==> src/rtl/hazard_pkg.sv <==
// Shared pipeline-control encodings for the 5-stage core.
// Pure definitions: no latency, no flow control.
package hazard_pkg;

    typedef enum logic {
        RUN     = 1'b0,
        MD_WAIT = 1'b1
    } hz_state_e;

    localparam logic [4:0] REG_ZERO = 5'd0;

endpackage

==> src/rtl/hazard_ctrl_if.sv <==
// ID-stage hazard signals between decode (master) and hazard_ctrl (slave).
// Combinational bundle: zero latency, no handshake (enables act as backpressure).
interface hazard_ctrl_if #(
    parameter int CNT_W = 32
);
    logic [4:0]       ID_rs;
    logic [4:0]       ID_rt;
    logic             EX_MemRead;
    logic [4:0]       EX_rt;
    logic             ID_MD;
    logic             Branch;
    logic             Jump;
    logic             PC_Write;
    logic             IF_ID_Write;
    logic             IF_Flush;
    logic             ID_EX_Flush;
    logic             MD_Go;
    logic             MD_Busy;
    logic [CNT_W-1:0] Stall_Cycles;

    modport master (
        output ID_rs, ID_rt, EX_MemRead, EX_rt, ID_MD, Branch, Jump,
        input  PC_Write, IF_ID_Write, IF_Flush, ID_EX_Flush, MD_Go, MD_Busy, Stall_Cycles
    );

    modport slave (
        input  ID_rs, ID_rt, EX_MemRead, EX_rt, ID_MD, Branch, Jump,
        output PC_Write, IF_ID_Write, IF_Flush, ID_EX_Flush, MD_Go, MD_Busy, Stall_Cycles
    );
endinterface

==> src/rtl/load_use_detect.sv <==
// Flags a load in EX whose destination is read by the instruction in ID.
// Combinational, zero latency; no flow control.
module load_use_detect
    import hazard_pkg::*;
(
    input  logic [4:0] ID_rs,
    input  logic [4:0] ID_rt,
    input  logic       EX_MemRead,
    input  logic [4:0] EX_rt,
    output logic       load_use
);

    // $zero is never a real dependency.
    assign load_use = EX_MemRead && (EX_rt != REG_ZERO) &&
                      ((EX_rt == ID_rs) || (EX_rt == ID_rt));

endmodule

==> src/rtl/hazard_ctrl.sv <==
// Load-use stall, branch/jump flush and fixed-latency mult/div occupancy control.
// Outputs combinational from state+inputs (same-cycle effect); stalls by dropping PC/IF-ID enables.
module hazard_ctrl
    import hazard_pkg::*;
#(
    parameter int MD_LAT = 32,
    parameter int CNT_W  = 32
) (
    input  logic          clk,
    input  logic          rst,
    hazard_ctrl_if.slave  hz
);

    localparam logic [7:0]       MD_CNT_INIT = 8'(MD_LAT - 1);
    localparam logic [CNT_W-1:0] CNT_ONE     = {{(CNT_W-1){1'b0}}, 1'b1};

    hz_state_e        state_q, state_d;
    logic [7:0]       md_cnt_q, md_cnt_d;
    logic [CNT_W-1:0] stall_q, stall_d;
    logic             load_use;

    logic pc_write, if_id_write, if_flush, id_ex_flush, md_go, md_busy;

    load_use_detect u_lud (
        .ID_rs      (hz.ID_rs),
        .ID_rt      (hz.ID_rt),
        .EX_MemRead (hz.EX_MemRead),
        .EX_rt      (hz.EX_rt),
        .load_use   (load_use)
    );

    always_comb begin
        state_d     = state_q;
        md_cnt_d    = md_cnt_q;
        pc_write    = 1'b1;
        if_id_write = 1'b1;
        if_flush    = 1'b0;
        id_ex_flush = 1'b0;
        md_go       = 1'b0;
        md_busy     = 1'b0;
        if (!rst) begin
            unique case (state_q)
                RUN: begin
                    // Load-use masks everything else; branch/MD are re-seen next cycle.
                    if (load_use) begin
                        pc_write    = 1'b0;
                        if_id_write = 1'b0;
                        id_ex_flush = 1'b1;
                    end else if (hz.ID_MD) begin
                        md_go    = 1'b1;
                        md_cnt_d = MD_CNT_INIT;
                        state_d  = MD_WAIT;
                    end else if (hz.Branch || hz.Jump) begin
                        if_flush = 1'b1;
                    end
                end
                MD_WAIT: begin
                    pc_write    = 1'b0;
                    if_id_write = 1'b0;
                    id_ex_flush = 1'b1;
                    md_busy     = 1'b1;
                    if (md_cnt_q == 8'd0) begin
                        state_d = RUN;
                    end else begin
                        md_cnt_d = md_cnt_q - 8'd1;
                    end
                end
                default: state_d = RUN;
            endcase
        end
    end

    always_comb begin
        stall_d = stall_q;
        if (!pc_write && (stall_q != {CNT_W{1'b1}})) begin
            stall_d = stall_q + CNT_ONE;
        end
    end

    always_ff @(posedge clk) begin
        if (rst) begin
            state_q  <= RUN;
            md_cnt_q <= 8'd0;
            stall_q  <= '0;
        end else begin
            state_q  <= state_d;
            md_cnt_q <= md_cnt_d;
            stall_q  <= stall_d;
        end
    end

    assign hz.PC_Write     = pc_write;
    assign hz.IF_ID_Write  = if_id_write;
    assign hz.IF_Flush     = if_flush;
    assign hz.ID_EX_Flush  = id_ex_flush;
    assign hz.MD_Go        = md_go;
    assign hz.MD_Busy      = md_busy;
    assign hz.Stall_Cycles = stall_q;

endmodule

==> src/flat_wrapper.sv <==
// flat-port wrapper written by rule: the top's interface ports become plain ports
module hazard_ctrl_flat import hazard_pkg::*;
#(
    parameter int MD_LAT = 32,
    parameter int CNT_W  = 32
)
  (clk, rst, hz_ID_rs, hz_ID_rt, hz_EX_MemRead, hz_EX_rt, hz_ID_MD, hz_Branch, hz_Jump, hz_PC_Write, hz_IF_ID_Write, hz_IF_Flush, hz_ID_EX_Flush, hz_MD_Go, hz_MD_Busy, hz_Stall_Cycles);
  hazard_ctrl_if #(.CNT_W(CNT_W)) hz_i ();
  input  logic clk;
  input  logic rst;
  input wire logic [$bits(hz_i.ID_rs)-1:0] hz_ID_rs;
  input wire logic [$bits(hz_i.ID_rt)-1:0] hz_ID_rt;
  input wire logic [$bits(hz_i.EX_MemRead)-1:0] hz_EX_MemRead;
  input wire logic [$bits(hz_i.EX_rt)-1:0] hz_EX_rt;
  input wire logic [$bits(hz_i.ID_MD)-1:0] hz_ID_MD;
  input wire logic [$bits(hz_i.Branch)-1:0] hz_Branch;
  input wire logic [$bits(hz_i.Jump)-1:0] hz_Jump;
  output wire logic [$bits(hz_i.PC_Write)-1:0] hz_PC_Write;
  output wire logic [$bits(hz_i.IF_ID_Write)-1:0] hz_IF_ID_Write;
  output wire logic [$bits(hz_i.IF_Flush)-1:0] hz_IF_Flush;
  output wire logic [$bits(hz_i.ID_EX_Flush)-1:0] hz_ID_EX_Flush;
  output wire logic [$bits(hz_i.MD_Go)-1:0] hz_MD_Go;
  output wire logic [$bits(hz_i.MD_Busy)-1:0] hz_MD_Busy;
  output wire logic [$bits(hz_i.Stall_Cycles)-1:0] hz_Stall_Cycles;
  assign hz_i.ID_rs = hz_ID_rs;
  assign hz_i.ID_rt = hz_ID_rt;
  assign hz_i.EX_MemRead = hz_EX_MemRead;
  assign hz_i.EX_rt = hz_EX_rt;
  assign hz_i.ID_MD = hz_ID_MD;
  assign hz_i.Branch = hz_Branch;
  assign hz_i.Jump = hz_Jump;
  assign hz_PC_Write = hz_i.PC_Write;
  assign hz_IF_ID_Write = hz_i.IF_ID_Write;
  assign hz_IF_Flush = hz_i.IF_Flush;
  assign hz_ID_EX_Flush = hz_i.ID_EX_Flush;
  assign hz_MD_Go = hz_i.MD_Go;
  assign hz_MD_Busy = hz_i.MD_Busy;
  assign hz_Stall_Cycles = hz_i.Stall_Cycles;
  hazard_ctrl #(.MD_LAT(MD_LAT), .CNT_W(CNT_W)) u_core (.clk(clk), .rst(rst), .hz(hz_i));
endmodule
==> config.mk <==
export PLATFORM = sky130hd
export DESIGN_NAME = hazard_ctrl_flat
export DESIGN_NICKNAME = d
export VERILOG_FILES = /design/src/rtl/hazard_pkg.sv /design/src/rtl/hazard_ctrl_if.sv /design/src/rtl/load_use_detect.sv /design/src/rtl/hazard_ctrl.sv /design/src/flat_wrapper.sv
export SDC_FILE = /design/constraint.sdc
export NUM_CORES = 1
export LEC_CHECK = 0
export BUFFER_PORTS_ARGS = -buffer_cell sky130_fd_sc_hd__buf_4
export CELL_PAD_IN_SITES_DETAIL_PLACEMENT = 1
export CELL_PAD_IN_SITES_GLOBAL_PLACEMENT = 2
export CORE_ASPECT_RATIO = 2
export CORE_MARGIN = 2
export CORE_UTILIZATION = 28
export DETAILED_ROUTE_END_ITERATION = 10
export GPL_TIMING_DRIVEN = 0
export PLACE_DENSITY = 0.84
export SETUP_SLACK_MARGIN = 0.5
export SLEW_MARGIN = 10
export SYNTH_ARGS = -nofsm -noshare
export SYNTH_HDL_FRONTEND = slang
export SYNTH_HIERARCHICAL = 1
export SYNTH_SLANG_ARGS = --single-unit
==> constraint.sdc <==
create_clock -name clk -period 2.24 [get_ports clk]
set_input_delay 0.224 -clock clk [delete_from_list [all_inputs] [get_ports clk]]
set_output_delay 0.224 -clock clk [all_outputs]
set_load 0.01 [all_outputs]
# Word level (Yosys, flattened, before mapping)
# Cells that the tools add are included.
# word_totals
register_bits,41
inputBits,21
out_inout_bits,38
wordCells,44
# classes
n_addsub,2
n_eq_ne,6
muxes,23
bitwise_logic,1
n_reduce_logical,9
# ops
cell,n
"32-bit by 1-bit adder with 32-bit output, second input constant",1
"32-bit inequality test, second input constant",1
8-bit two-way mux,3
1-bit two-way mux,16
8-bit case mux with 2 select lines,1
5-bit == test,2
8-bit logical NOT,1
"8-bit by 1-bit subtractor with 8-bit output, second input constant",1
"2-bit inequality test, second input constant",3
1-bit case mux with 2 select lines,3
5-bit nonzero test,1
1-bit logical AND,3
3-bit AND reduction,1
1-bit logical OR,2
1-bit logical NOT,1
1-bit NOT,1

# Longest topological paths before layout
# Gate-level depths: netlist of the first run.
# logic_depth
ltp_word,8
ltp_mapped,11
ltp_nobuf,10

# Hierarchy
# Netlist of the first run, hierarchy kept.
# by_module_without_submodules
module,instances,cells_each,area_per_inst_um2,seq_area_each_um2
hazard_ctrl,1,254,2198.4,820.8
load_use_detect,1,17,125.1,0.0

# Worst setup path after synthesis of the first run
# Ideal clock, no wire load.
# synth_path
kind,input -> register
startpoint,in hz_EX_rt[1]
endpoint,reg u_core.stall_q[3] (netlist: u_core/hz.Stall_Cycles[3])
setup_time_ns,0.070
arrival_ns,2.494
required_time_ns,2.170
path_slack_ns,-0.325
stages,10
n_path_buf,2
path_cell_list,or4_1 -> o21ai_1 -> a21oi_1 -> o21bai_1 -> inv_2 -> nand4_1 -> clkbuf_1 -> clkbuf_1 -> o21ai_0 -> a21oi_1
# synth_between
elab_chain_len,8
word_cells_on_any_way,11
classes_between,eq/ne: 2; mux: 3; reduce/logical: 6
# synth_rtl
item,line_no,text
"start, declared",flat_wrapper.sv:14,input wire logic [$bits(hz_i.EX_rt)-1:0] hz_EX_rt;
5-bit == test or 5-bit nonzero test (tied branches),"load_use_detect.sv:15, load_use_detect.sv:14",
1-bit logical OR or 1-bit logical AND (tied branches),"load_use_detect.sv:15, load_use_detect.sv:14",
1-bit logical AND *,load_use_detect.sv:14,assign load_use = EX_MemRead && (EX_rt != REG_ZERO) &&
net u_core.load_use,hazard_ctrl.sv:20,logic load_use;
1-bit two-way mux *,--,
1-bit case mux with 2 select lines *,--,
1-bit two-way mux *,--,
net hz_IF_ID_Write,flat_wrapper.sv:19,output wire logic [$bits(hz_i.IF_ID_Write)-1:0] hz_IF_ID_Write;
1-bit logical NOT *,hazard_ctrl.sv:75,if (!pc_write && (stall_q != {CNT_W{1'b1}})) begin
1-bit logical AND *,hazard_ctrl.sv:75,
"end signal, assigned",hazard_ctrl.sv:88,stall_q <= stall_d;
"end, declared",hazard_ctrl.sv:19,"logic [CNT_W-1:0] stall_q, stall_d;"
# Mark *: on every way through the listed nets, which the timed path passes. The rest lies on a longest branch.
# A chain may end at the register's enable or synchronous reset.

# Worst setup path in the final report of the first run
# layout_path
startpoint,in hz_ID_rt[3]
endpoint,reg u_core.stall_q[30] (netlist: u_core/hz.Stall_Cycles[30])
# layout_between
elab_chain_len,8
# layout_rtl
item,line_no,text
"start, declared",flat_wrapper.sv:12,input wire logic [$bits(hz_i.ID_rt)-1:0] hz_ID_rt;
5-bit == test,load_use_detect.sv:15,((EX_rt == ID_rs) || (EX_rt == ID_rt));
1-bit logical OR,load_use_detect.sv:15,
1-bit logical AND,load_use_detect.sv:14,
net u_core.load_use,hazard_ctrl.sv:20,
1-bit two-way mux,hazard_ctrl.sv:45,if (load_use) begin
1-bit case mux with 2 select lines,hazard_ctrl.sv:42,unique case (state_q)
1-bit two-way mux,hazard_ctrl.sv:41,if (!rst) begin
1-bit logical NOT,hazard_ctrl.sv:75,
1-bit logical AND,hazard_ctrl.sv:75,
# The timed path passes the listed nets, and every way through them passes these cells.

==> results of run 1 <==
## critical path: cells and delay by family
family	cells	cell delay [ps]
XOR/XNOR	1	150
buffers and inverters	5	520
AND/OR/NAND/NOR	4	790
AO/OA/AOI/OAI	4	740
## stage by stage
step                area, µm²  power [mW]
floorplan                2440       0.895
global placement         3000       0.978
detailed placement       3000       0.985
CTS                      4040        1.88
global route             4450        1.99
finish                   4450        1.92
## synth_stat cells, drive strengths merged (2+ instances only)
library cell	count	area share, %
dfxtp	41	35
a21oi	21	4.5
nor2	18	2.9
nand2	16	2.6
inv	12	1.9
nand3	12	2.6
or4	12	4.2
o31ai	11	3.6
or3	11	3.0
nand4	10	3.2
o21ai	10	2.2
nor4	9	3.1
xor2	8	3.0
mux2	7	3.4
xnor2	7	2.6
buf	6	1.9
nor2b	6	1.6
nor3	6	1.3
o41ai	6	2.3
and2	5	1.4
clkbuf	5	0.81
and4	4	1.6
o311ai	4	1.5
a31oi	3	0.81
ha	3	1.6
or2	3	0.81
a311oi	2	0.75
or4b	2	0.86
## final timing paths
kind	startpoint	to	slack, ps
setup / recovery	hz_ID_rt[3]	u_core/hz.Stall_Cycles[30]	-60
hold / removal	hz_ID_MD	u_core/md_cnt_q[3]	280
setup reg to reg	u_core/hz.Stall_Cycles[4]	u_core/hz.Stall_Cycles[27]	0
hold reg to reg	u_core/md_cnt_q[0]	u_core/md_cnt_q[0]	500
## state kept, by name, summed over array words and instances, names as in the netlist
register                count
u_core/state_q              1
u_core/md_cnt_q             8
u_core/hz.Stall_Cycles     32
## layer usage
metal / vias to the layer above / wire length (µm)
li1: 1282 / -
met1: 1428 / 3800
met2: 90 / 6550
met3: 37 / 365
met4: 0 / 545
met5: - / 0
## what timing repair did
action	4_1_cts	5_1_grt
resized for setup	102	66
pin swaps	58	24
buffers inserted	42	16
endpoints found under the setup margin	45	46
gates cloned	4	0
## cell type report
cell class / instances / share of cell area [%]
Multi-Input combinational cell: 206 / 45.8
Clock inverter: 2 / 0.759
Timing Repair Buffer: 120 / 23.7
Clock buffer: 6 / 2.90
Buffer: 12 / 3.18
Sequential cell: 41 / 19.9
Inverter: 12 / 1.01
Tap cell: 98 / 2.76
## power breakdown
| group | internal (mW) | switching, mW |
|---|---|---|
| clock | 0.523 | 0.311 |
| combinational | 0.157 | 0.163 |
| sequential | 0.734 | 0.0350 |
| total | 1.41 | 0.509 |
## cells in the final DEF (no fill, tap or decap), types with 5 or more instances in the layout
cell       instances
nand4_1            8
dfxtp_4           15
nand3_1            9
inv_1             11
dfxtp_2            7
o21ai_0            7
nor4_4             7
or3_1              7
nor2_1            14
a21oi_2           13
dfxtp_1           19
mux2_4             6
a21oi_1            7
buf_4             88
xnor2_1            7
nor2b_1            6
buf_6             31
clkbuf_16          7
or4_1              7
nand2_1           11
or4_4              5
xor2_1             7
## cells by family (layout without fill, tap and decap cells)
group                    count (synthesis)  count (layout)
adder cells (fa/ha/maj)                  3               3
XOR/XNOR                                15              15
AO/OA/AOI/OAI                           64              64
flip-flops                              41              41
multiplexers                             7               7
buffers and inverters                   24             152
AND/OR/NAND/NOR                        117             117
==> implementation parameters, run 1 <==
Parameter                              Value

Logic synthesis
  Synthesized-area fraction occupied by and/or/nand/nor cells    30.1%
  Post-Synth XOR/XNOR Area    5.65%
  FFs w/ async S/R, synth    0%
  Dominant combinational cell family by area after synthesis    simple AND/OR/NAND/NOR gates
  Count of synthesis-stage warnings from yosys    6
  Fraction of the mapped netlist area in compound gates    18.8%
  Post-synthesis cell count    271
  Prevailing post-synth register cell    dfxtp_1
  Post-Syn Nets    295
  Synth Area per Inst    8.57 µm²
  Number of different library cells in the post-synthesis netlist    52
  Fraction of the mapped netlist area in adder cells    1.62%
  Number of enable flip-flop cells after synthesis    0
  Multiplexer area fraction after synthesis    3.39%
  Post-synthesis instance area    0.00232 mm²
  Register area share after synthesis    35.3%
  FF+latch count, synth    41

Worst hold path
  Number of cells traversed by the worst hold path    3
  Path class of the lowest-slack min-delay path    in -> reg

Placement
  # placed instances    427
  Post-placement setup slack    -643 ps
  Detail Placement HPWL    5760 µm
  GP Congestion    0.764
  PortBufs    58

Cells and area
  # diodes    0
  Non-filler instance count after layout    497
  Share of final-layout standard cells stronger than drive strength 1    63.7%
  End-of-flow core utilization    54.4%
  Fill cell count    891
  Footprint of the multi-input gates    0.00204 mm²
  Number of nets in the final layout    422
  Layout Area Growth over Synthesis    91.5%
  Combined flip-flop and latch cell area    886 µm²

Global route
  Number of global-route vias before repair    3002
  Met2 track demand over resource    43.2%
  Global-route wire length before repair    15800 µm
  Initial antenna violation count    0
  Congestion Overflow GR    0
  Largest net degree at the start of global routing    13
  Global router's overall resource usage    23.2%
  Met1 demand-to-capacity share in global routing    24.0%
  Routing layer with the top usage in global route    met2
  Fraction of met3 tracks used by global routing    3.15%

Routing
  Mean number of vias per cell    5.71
  Routed length per instance    22.7 µm
  Routed vias    2837
  Detailed router's first-iteration violation count    125
  Number of nets with antenna violations after routing    0
  DRC    0
  Detailed-router iteration count before antenna repair    4
  Total wirelength of the detailed-routed design    11300 µm

Die
  I/O pin total    59
  Area of the core    0.00817 mm²
  Chip Height    133 µm
  Die W    68.4 µm
  Initial standard-cell utilization of the core    28.4%
  Full die area    0.00909 mm²
  Number of cell rows    47

Pwr
  IR drop worst, VDD    376 µV
  Static power due to leakage    1.77 nW
  Pwr/cell area    432 mW/mm²

STA
  Final-layout setup total negative slack    -109 ps
  Portion of the clock cycle consumed by the worst path in the final layout    103%
  Achievable frequency    0.436 GHz
  Final max-slew violation count    0
  Final setup violating endpoints    5
  Worst Tran Pin Value    643 ps
  Hold slack    283 ps
  Hold Violations, Final    0
  Setup repair after global routing missed its margin    true
  Final worst path period need    2300 ps
  Headroom to the max-slew limit    57.1%
  Setup slack after layout    -56.0 ps
  Final Skew    10.7 ps

Critical path
  Slowest stage cell, crit path    or3_4
  Reg2Reg Depth    6
  Start-to-end type of the worst setup path    in -> reg
  Worst Path Arrival    2460 ps
  Type of element launching the critical path    input pin
  Critical Path, Cell by Cell    buf_6 -> xor2_1 -> nor3_2 -> nand3_1 -> a21oi_4 -> o21bai_4 -> inv_2 -> buf_4 -> buf_4 -> buf_6 -> nand2_8 -> or3_4 -> o21ai_0 -> a21oi_2
  Max incr delay on CP    340 ps
  Capturing element type of the critical path    register
  Critical path required time    2410 ps
  Largest fanout of any net on the critical path    4

Flow run
  Max-capacitance violation count    0

Clock tree
  Hold buffer count at CTS    0
  Maximum clock path buffer count    2
  Root buffer cell    clkbuf_16
  TritonCTS clock tree    done
  Number of buffers created by CTS    5
  Clk slew on worst S/H paths    60 ps
  Clock sink count    41
  Later-pin clock latency in the skew report    300 ps
  CTS H-tree depth    2

Status
  Outcome    complete, but fails checks
  Violated checks    negative setup slack
No activity file was read; power rests on OpenSTA's default activity.
==> run 2: changes to the inputs <==
- ABC_AREA: not set -> 1
- CORE_UTILIZATION: 28 -> 26
- PLACE_DENSITY: 0.84 -> 0.85
==> run 2 against run 1 <==
Net effect: the run now ends clean; sequential cell count did not move; sequential share of layout area rose by 2.1 points; combinational power increased by 24%; non-clock buffer count is 44 lower; via count increased by 13%.
==> implementation parameters, run 2 <==
Parameter                              Value

Routing
  DR top layer    met4
  Total length of routed met3 wires    293 µm (-20%)
  Routed vias    3206 (+13%)
  Sum of met2 wire segment lengths after detailed routing    6080 µm (-7.2%)
  Mean number of vias per cell    4.71 (-18%)
  Total wirelength of the detailed-routed design    10300 µm (-8.2%)
  Number of nets with antenna violations after routing    0 (unchanged)
  Detailed router's first-iteration violation count    89 (-29%)
  Routed length per instance    15.2 µm (-33%)
  Met1 Routed Length    3470 µm (-8.6%)
  Detailed-router iteration count before antenna repair    4 (unchanged)
  DRC    0 (unchanged)

Logic synthesis
  Top cell types by occurrence after synthesis    166 x nand2_1, 70 x nor2_1, 45 x inv_1, 41 x dfxtp_1, 24 x a21oi_1
  Post-Syn Nets    483 (+64%)
  Top cells by area, synth    dfxtp_1 29%, nand2_1 22%, nor2_1 9.4%, inv_1 6.0%, a21oi_1 4.3%
  FF+latch count, synth    41 (unchanged)
  Number of different library cells in the post-synthesis netlist    29 (-44%)
  FFs w/ async S/R, synth    0% (unchanged)
  Most used standard cell by instance count after synthesis    nand2_1
  Number of enable flip-flop cells after synthesis    0 (unchanged)
  Post-synthesis cell count    459 (+69%)
  Area share of the largest cell type after synthesis    29.3% (-6.0 points)
  Synth Area per Inst    6.10 µm² (-29%)
  Register area share after synthesis    29.3% (-6.0 points)
  Post-synthesis instance area    0.00280 mm² (+20%)
  Cell type contributing the most total cell area after synthesis    dfxtp_1
  Prevailing post-synth register cell    dfxtp_1
  Count of synthesis-stage warnings from yosys    6 (unchanged)

STA
  Portion of the clock cycle consumed by the worst path in the final layout    78.4% (-24 points)
  Worst Tran Pin Value    797 ps (+154 ps)
  Final setup violating endpoints    0 (-5)
  Setup slack after layout    483 ps (+539 ps)
  Final max-slew violation count    0 (unchanged)
  Hold Violations, Final    0 (unchanged)
  Final Skew    3.55 ps (-7.13 ps)
  Achievable frequency    0.569 GHz (+31%)
  Final worst path period need    1760 ps (-539 ps)
  Headroom to the max-slew limit    46.9% (-10 points)
  Setup repair after global routing missed its margin    true

Die
  I/O pin total    59 (unchanged)
  Area of the core    0.0105 mm² (+28%)
  Full die area    0.0117 mm² (+28%)
  Chip Height    151 µm (+13%)
  Die W    77.4 µm (+13%)
  Number of cell rows    53 (+13%)
  Initial standard-cell utilization of the core    26.7% (-1.7 points)

Clock tree
  CTS H-tree depth    2 (unchanged)
  Root buffer cell    clkbuf_16
  Clk slew on worst S/H paths    60 ps (about the same)
  Number of buffers created by CTS    5 (unchanged)
  Clock sink count    41 (unchanged)
  TritonCTS clock tree    done
  Maximum clock path buffer count    2 (unchanged)
  Later-pin clock latency in the skew report    290 ps (about the same)
  Hold buffer count at CTS    0 (unchanged)

Placement
  # placed instances    653 (+53%)
  Detail Placement HPWL    7970 µm (+39%)
  Post-placement setup slack    -51.0 ps (+592 ps)
  PortBufs    57 (-1.7%)
  GP Congestion    0.847 (+11%)

Global route
  Global-route wire length before repair    16000 µm (+1.5%)
  Initial antenna violation count    0 (unchanged)
  Global router's overall resource usage    17.8% (-5.3 points)
  Number of global-route vias before repair    3351 (+12%)
  Congestion Overflow GR    0 (unchanged)
  Largest net degree at the start of global routing    13 (unchanged)

Pwr
  Static power due to leakage    1.72 nW (-2.9%)
  IR drop worst, VDD    311 µV (-17%)
  Pwr/cell area    471 mW/mm² (+9.0%)

Critical path
  Setup slack on the worst flop-to-flop path    480 ps (+480 ps)
  Worst Path Arrival    1900 ps (-560 ps)
  Critical Path, Cell by Cell    ha_4 -> inv_4 -> nor2_4 -> nand2_4 -> nor2_8 -> nand2_4 -> nand2_4 -> clkinvlp_4 -> buf_12 -> clkbuf_16 -> nand2_2 -> a21oi_1
  Reg2Reg Depth    12 (+6)
  Capturing element type of the critical path    register
  Worst setup path endpoint    u_core/hz.Stall_Cycles[9]
  Type of element launching the critical path    register
  Largest fanout of any net on the critical path    5 (+1)
  Critical path required time    2390 ps (-20 ps)
  Most prevalent standard cell on the critical path    nand2_4
  Start-to-end type of the worst setup path    reg -> reg
  Endpoint of the lowest-slack register-to-register path    u_core/hz.Stall_Cycles[9]
  Slowest stage cell, crit path    dfxtp_4
  Beginning of the critical path    u_core/hz.Stall_Cycles[1]
  Max incr delay on CP    370 ps (+30 ps)
  Critical register-to-register path startpoint    u_core/hz.Stall_Cycles[1]

Flow run
  Max-capacitance violation count    0 (unchanged)

Cells and area
  Most frequent standard cell in the layout excluding fill and tap cells    nand2_1
  Max reg flops    32 (unchanged)
  # diodes    0 (unchanged)
  Layout Area Growth over Synthesis    44.5%
  Non-filler instance count after layout    681 (+37%)
  Top library cells by usage in the layout, fill and taps aside    142 x nand2_1, 73 x buf_4, 61 x nor2_1
  Share of final-layout standard cells stronger than drive strength 1    37.1% (-27 points)
  Number of nets in the final layout    568 (+35%)

Status
  Outcome    finished, final reports clean

Worst hold path
  Path class of the lowest-slack min-delay path    in -> reg
-- run 2: worst max-delay path, delay by kind of cell, from the launching register on --
kind                       cells  cell delay, ps
and+or+nand+nor                6             520
buffers and inverters          4             500
AOI/OAI and AO/OA              1              60
adders and majority gates      1             150
DFF                            1             370
-- run 2: worst min path at each step --
stage / from / end / slack [ps] / cells after the start
2_1_floorplan: hz_ID_MD / u_core/md_cnt_q[6] / 450 / 3
4_1_cts: hz_ID_MD / u_core/md_cnt_q[6] / 280 / 4
3_5_place_dp: u_core/md_cnt_q[3] / u_core/md_cnt_q[3] / 480 / 2
3_3_place_gp: u_core/md_cnt_q[4] / u_core/md_cnt_q[4] / 470 / 2
6_report: hz_ID_MD / u_core/md_cnt_q[6] / 300 / 4
5_1_grt: hz_ID_MD / u_core/md_cnt_q[6] / 330 / 4
-- run 2: cell type report --
class	count	area, µm²
plain buffers	10	110
inverters	50	199
flip-flops and latches	41	888
repair buffers	78	652
well taps	137	171
fillers	1413	6430
clock inverters	1	7.51
multi-input cells	358	1880
clock buffers	6	139
-- run 2: where the power goes --
| part | switching [mW] | leakage [nW] | internal, mW |
|---|---|---|---|
| registers | 0.0234 | 0.352 | 0.741 |
| logic | 0.224 | 1.30 | 0.173 |
| clock network | 0.306 | 0.0690 | 0.438 |
| total | 0.553 | 1.72 | 1.35 |
-- run 2: metal layers --
layer,vias up,track usage (%)
li1,1587,-
met1,1529,15.6
met2,69,37.1
met3,21,2.22
met4,0,10.4
met5,-,0
-- run 2: logic make-up after synthesis --
| logic type | share of synthesized area, % |
|---|---|
| and+or+nand+nor | 44.0 |
| buffers and inverters | 9.39 |
| AOI/OAI and AO/OA | 9.39 |
| DFF | 29.3 |
| xor gates and xnor gates | 6.57 |
| adders and majority gates | 1.34 |
-- run 2: through the flow --
step	utilization, %	hold slack [ps]	instance area, µm²	setup TNS, ps	total power [mW]
after floorplan	-	449	2800	0	0.984
after global placement	32.5	467	3400	-275	1.09
after detailed placement	32.5	483	3400	-279	1.11
after CTS	36.2	282	3790	0	1.90
after global routing	38.6	333	4050	0	2.01
final	38.6	305	4050	0	1.91
-- run 2: repair_timing --
action                     4_1_cts  5_1_grt
pin swaps                        9       13
gates cloned                     1        1
gates resized for setup         56       57
setup endpoints to repair       39       39
setup buffers                   12        7
==> run 3: changes to the inputs <==
- ABC_AREA: 1 -> 0
- CORE_UTILIZATION: 26 -> 31
- PLACE_DENSITY: 0.85 -> 0.88
- clock period: 2.24 -> 1.8 ns (I/O delays scaled with it)
==> run 3 against run 2 <==
Net effect: the run now ends with negative setup slack left; register-to-register slack lost 930 ps; clock power is 28% higher; final area up 15%; die area fell by 29%; critical endpoint is now u_core/hz.Stall_Cycles[31]; sequential share of layout area down 2.4 points; final cell count fell by 26%; largest cell class unchanged; total power grew 25%; critical path depth is 5 lower; clock-buffer cell count increased by 2.
==> implementation parameters, run 3 (same netlist as run 1, synthesis figures left out) <==
Parameter                              Value

Status
  Outcome    complete, but fails checks
  Violated checks    negative setup slack

Pwr
  Pwr/cell area    513 mW/mm² (+8.9%)
  Power share of the combinational group    19.7% (-1.2 points)
  Static power due to leakage    1.81 nW (+5.7%)
  Internal Dissipation    1.70 mW (+26%)
  Switching part of the total power    28.3% (-0.72 points)
  Switching pwr    0.673 mW (+22%)
  IR drop worst, VDD    425 µV (+37%)
  Clock network fraction of design power    40.0% (+1.0 points)
  Flop pwr share    40.2% (about the same)
  Final Total Pwr    2.38 mW (+25%)

Cells and area
  Fill cell count    773 (-45%)
  Most frequent standard cell in the layout excluding fill and tap cells    buf_4
  Number of nets in the final layout    436 (-23%)
  Top library cells by usage in the layout, fill and taps aside    103 x buf_4, 32 x buf_6, 20 x dfxtp_4
  Layout Area Growth over Synthesis    99.4%
  Share of final-layout standard cells stronger than drive strength 1    71.2% (+34 points)
  # diodes    0 (unchanged)
  Max reg flops    32 (unchanged)

Routing
  Detailed router's first-iteration violation count    103 (+16%)
  Routed length per instance    25.2 µm (+66%)
  Routed vias    2947 (-8.1%)
  DRC    0 (unchanged)
  Number of nets with antenna violations after routing    0 (unchanged)
  Mean number of vias per cell    5.84 (+24%)
  Detailed-router iteration count before antenna repair    4 (unchanged)
  Total wirelength of the detailed-routed design    12800 µm (+23%)

Critical path
  Category of cells accounting for the largest share of critical-path delay    compound AO/OA/AOI/OAI gates
  Start-to-end type of the worst setup path    reg -> reg
  CP bufs+invs    2 (-2)
  Beginning of the critical path    u_core/hz.Stall_Cycles[3]
  Critical register-to-register path startpoint    u_core/hz.Stall_Cycles[3]
  Type of element launching the critical path    register
  Setup slack on the worst flop-to-flop path    -440 ps (-930 ps)
  Largest fanout of any net on the critical path    8 (+3)
  Worst Path Arrival    2430 ps (+530 ps)
  Most prevalent standard cell on the critical path    buf_4
  Critical Path, Cell by Cell    nand4_4 -> or4_4 -> a2111oi_4 -> buf_4 -> buf_4 -> a311oi_1 -> a41o_1
  Endpoint of the lowest-slack register-to-register path    u_core/hz.Stall_Cycles[31]
  Slowest stage cell, crit path    or4_4
  Reg2Reg Depth    7 (-5)
  Max incr delay on CP    530 ps (+160 ps)
  Critical path required time    1990 ps (-400 ps)
  Capturing element type of the critical path    register

STA
  Worst Tran Pin Value    889 ps (+92.8 ps)
  Portion of the clock cycle consumed by the worst path in the final layout    125% (+46 points)
  Hold Violations, Final    0 (unchanged)
  Headroom to the max-slew limit    40.7% (-6.2 points)
  Final max-slew violation count    0 (unchanged)
  Achievable frequency    0.446 GHz (-22%)
  Final Skew    11.4 ps (+7.90 ps)
  Final setup violating endpoints    35 (+35)
  Setup repair after global routing missed its margin    true
  Setup slack after layout    -445 ps (-927 ps)
  Final worst path period need    2240 ps (+487 ps)

Global route
  Global-route wire length before repair    16100 µm (+0.47%)
  Initial antenna violation count    0 (unchanged)
  Congestion Overflow GR    0 (unchanged)
  Global router's overall resource usage    25.4% (+7.6 points)
  Number of global-route vias before repair    3093 (-7.7%)
  Largest net degree at the start of global routing    13 (unchanged)

Die
  Initial standard-cell utilization of the core    32.0% (+5.3 points)
  Area of the core    0.00727 mm² (-31%)
  I/O pin total    59 (unchanged)
  Full die area    0.00825 mm² (-29%)
  Number of cell rows    44 (-17%)
  Die W    65.2 µm (-16%)
  Chip Height    126 µm (-16%)

Clock tree
  Later-pin clock latency in the skew report    300 ps (about the same)
  Number of buffers created by CTS    5 (unchanged)
  Root buffer cell    clkbuf_16
  TritonCTS clock tree    done
  Clock sink count    41 (unchanged)
  Maximum clock path buffer count    2 (unchanged)
  CTS H-tree depth    2 (unchanged)
  Clk slew on worst S/H paths    60 ps (about the same)

Placement
  GP Congestion    0.767 (-9.5%)
  Post-placement setup slack    -1110 ps (-1050 ps)
  Detail Placement HPWL    5920 µm (-26%)
  PortBufs    58 (+1.8%)

Worst hold path
  Number of cells traversed by the worst hold path    3 (-1)
  Path class of the lowest-slack min-delay path    in -> reg
  Critical hold path startpoint    hz_ID_MD
  Hold worst-path end    u_core/md_cnt_q[3]

Flow run
  Max-capacitance violation count    0 (unchanged)
==> run 3: changes by cell type in the layout (fill, tap and decap cells not counted), sizes merged, moves of 7 or more <==
cell	before	now
a21oi	33	21
nor2	76	18
nor4	0	9
nand2	178	16
or4	0	12
or3	0	11
inv	48	12
nand3	20	12
o31ai	0	11
mux2	0	7
buf	82	140
==> run 3: area by class of cell <==
type                    instances  area, µm²  area share (%)
multi-input cells             206       2110            45.5
clock buffers                   8        146            3.16
plain buffers                  12        150            3.24
repair buffers                134       1160            25.1
well taps                      92        115            2.48
inverters                      12       45.0           0.972
flip-flops and latches         41        907            19.6
==> run 3: routing by layer <==
metal	GRT usage, %	part of all wire [%]
met1	22.9	34
met2	49.4	58
met4	17.4	6.0
met5	0	0
met3	3.28	2.5
==> run 3: worst max-delay path by stage <==
stage	cells after the start	end
5_1_grt	14	u_core/hz.Stall_Cycles[31]
6_report	7	u_core/hz.Stall_Cycles[31]
4_1_cts	13	u_core/hz.Stall_Cycles[27]
2_1_floorplan	10	u_core/hz.Stall_Cycles[27]
3_3_place_gp	11	u_core/hz.Stall_Cycles[3]
3_5_place_dp	12	u_core/hz.Stall_Cycles[19]
==> run 3: what timing repair did <==
item	in CTS	in global routing
hold buffers	0	0
gates cloned	2	2
setup buffers	45	27
gates resized for setup	120	82
pin swaps	41	44
endpoints found under the setup margin	47	47
==> run 3: power groups by stage <==
stage	clock network, mW	logic [mW]	registers [mW]
2_1_floorplan	0	0.188	0.979
3_3_place_gp	0	0.289	0.986
3_5_place_dp	0	0.298	0.988
4_1_cts	0.958	0.387	0.955
5_1_grt	0.994	0.498	0.960
6_report	0.952	0.469	0.956
==> run 3: stage by stage <==
stage	util (%)	instances	TNS, ps	hold WS [ps]	area, µm²
after global placement	42.1	421	-21960	459	3060
after global routing	63.8	505	-11170	197	4630
after CTS	56.0	476	-6040	186	4070
final	63.8	505	-9500	193	4630
after floorplan	-	271	-5590	344	2510
after detailed placement	42.1	421	-23510	473	3060
==> run 3: worst register-to-register path, stage by stage (launching register included) <==
cell,delay [ps]
dfxtp_4,410
nand4_4,150
or4_4,530
a2111oi_4,390
buf_4,200
buf_4,120
a311oi_1,100
a41o_1,230
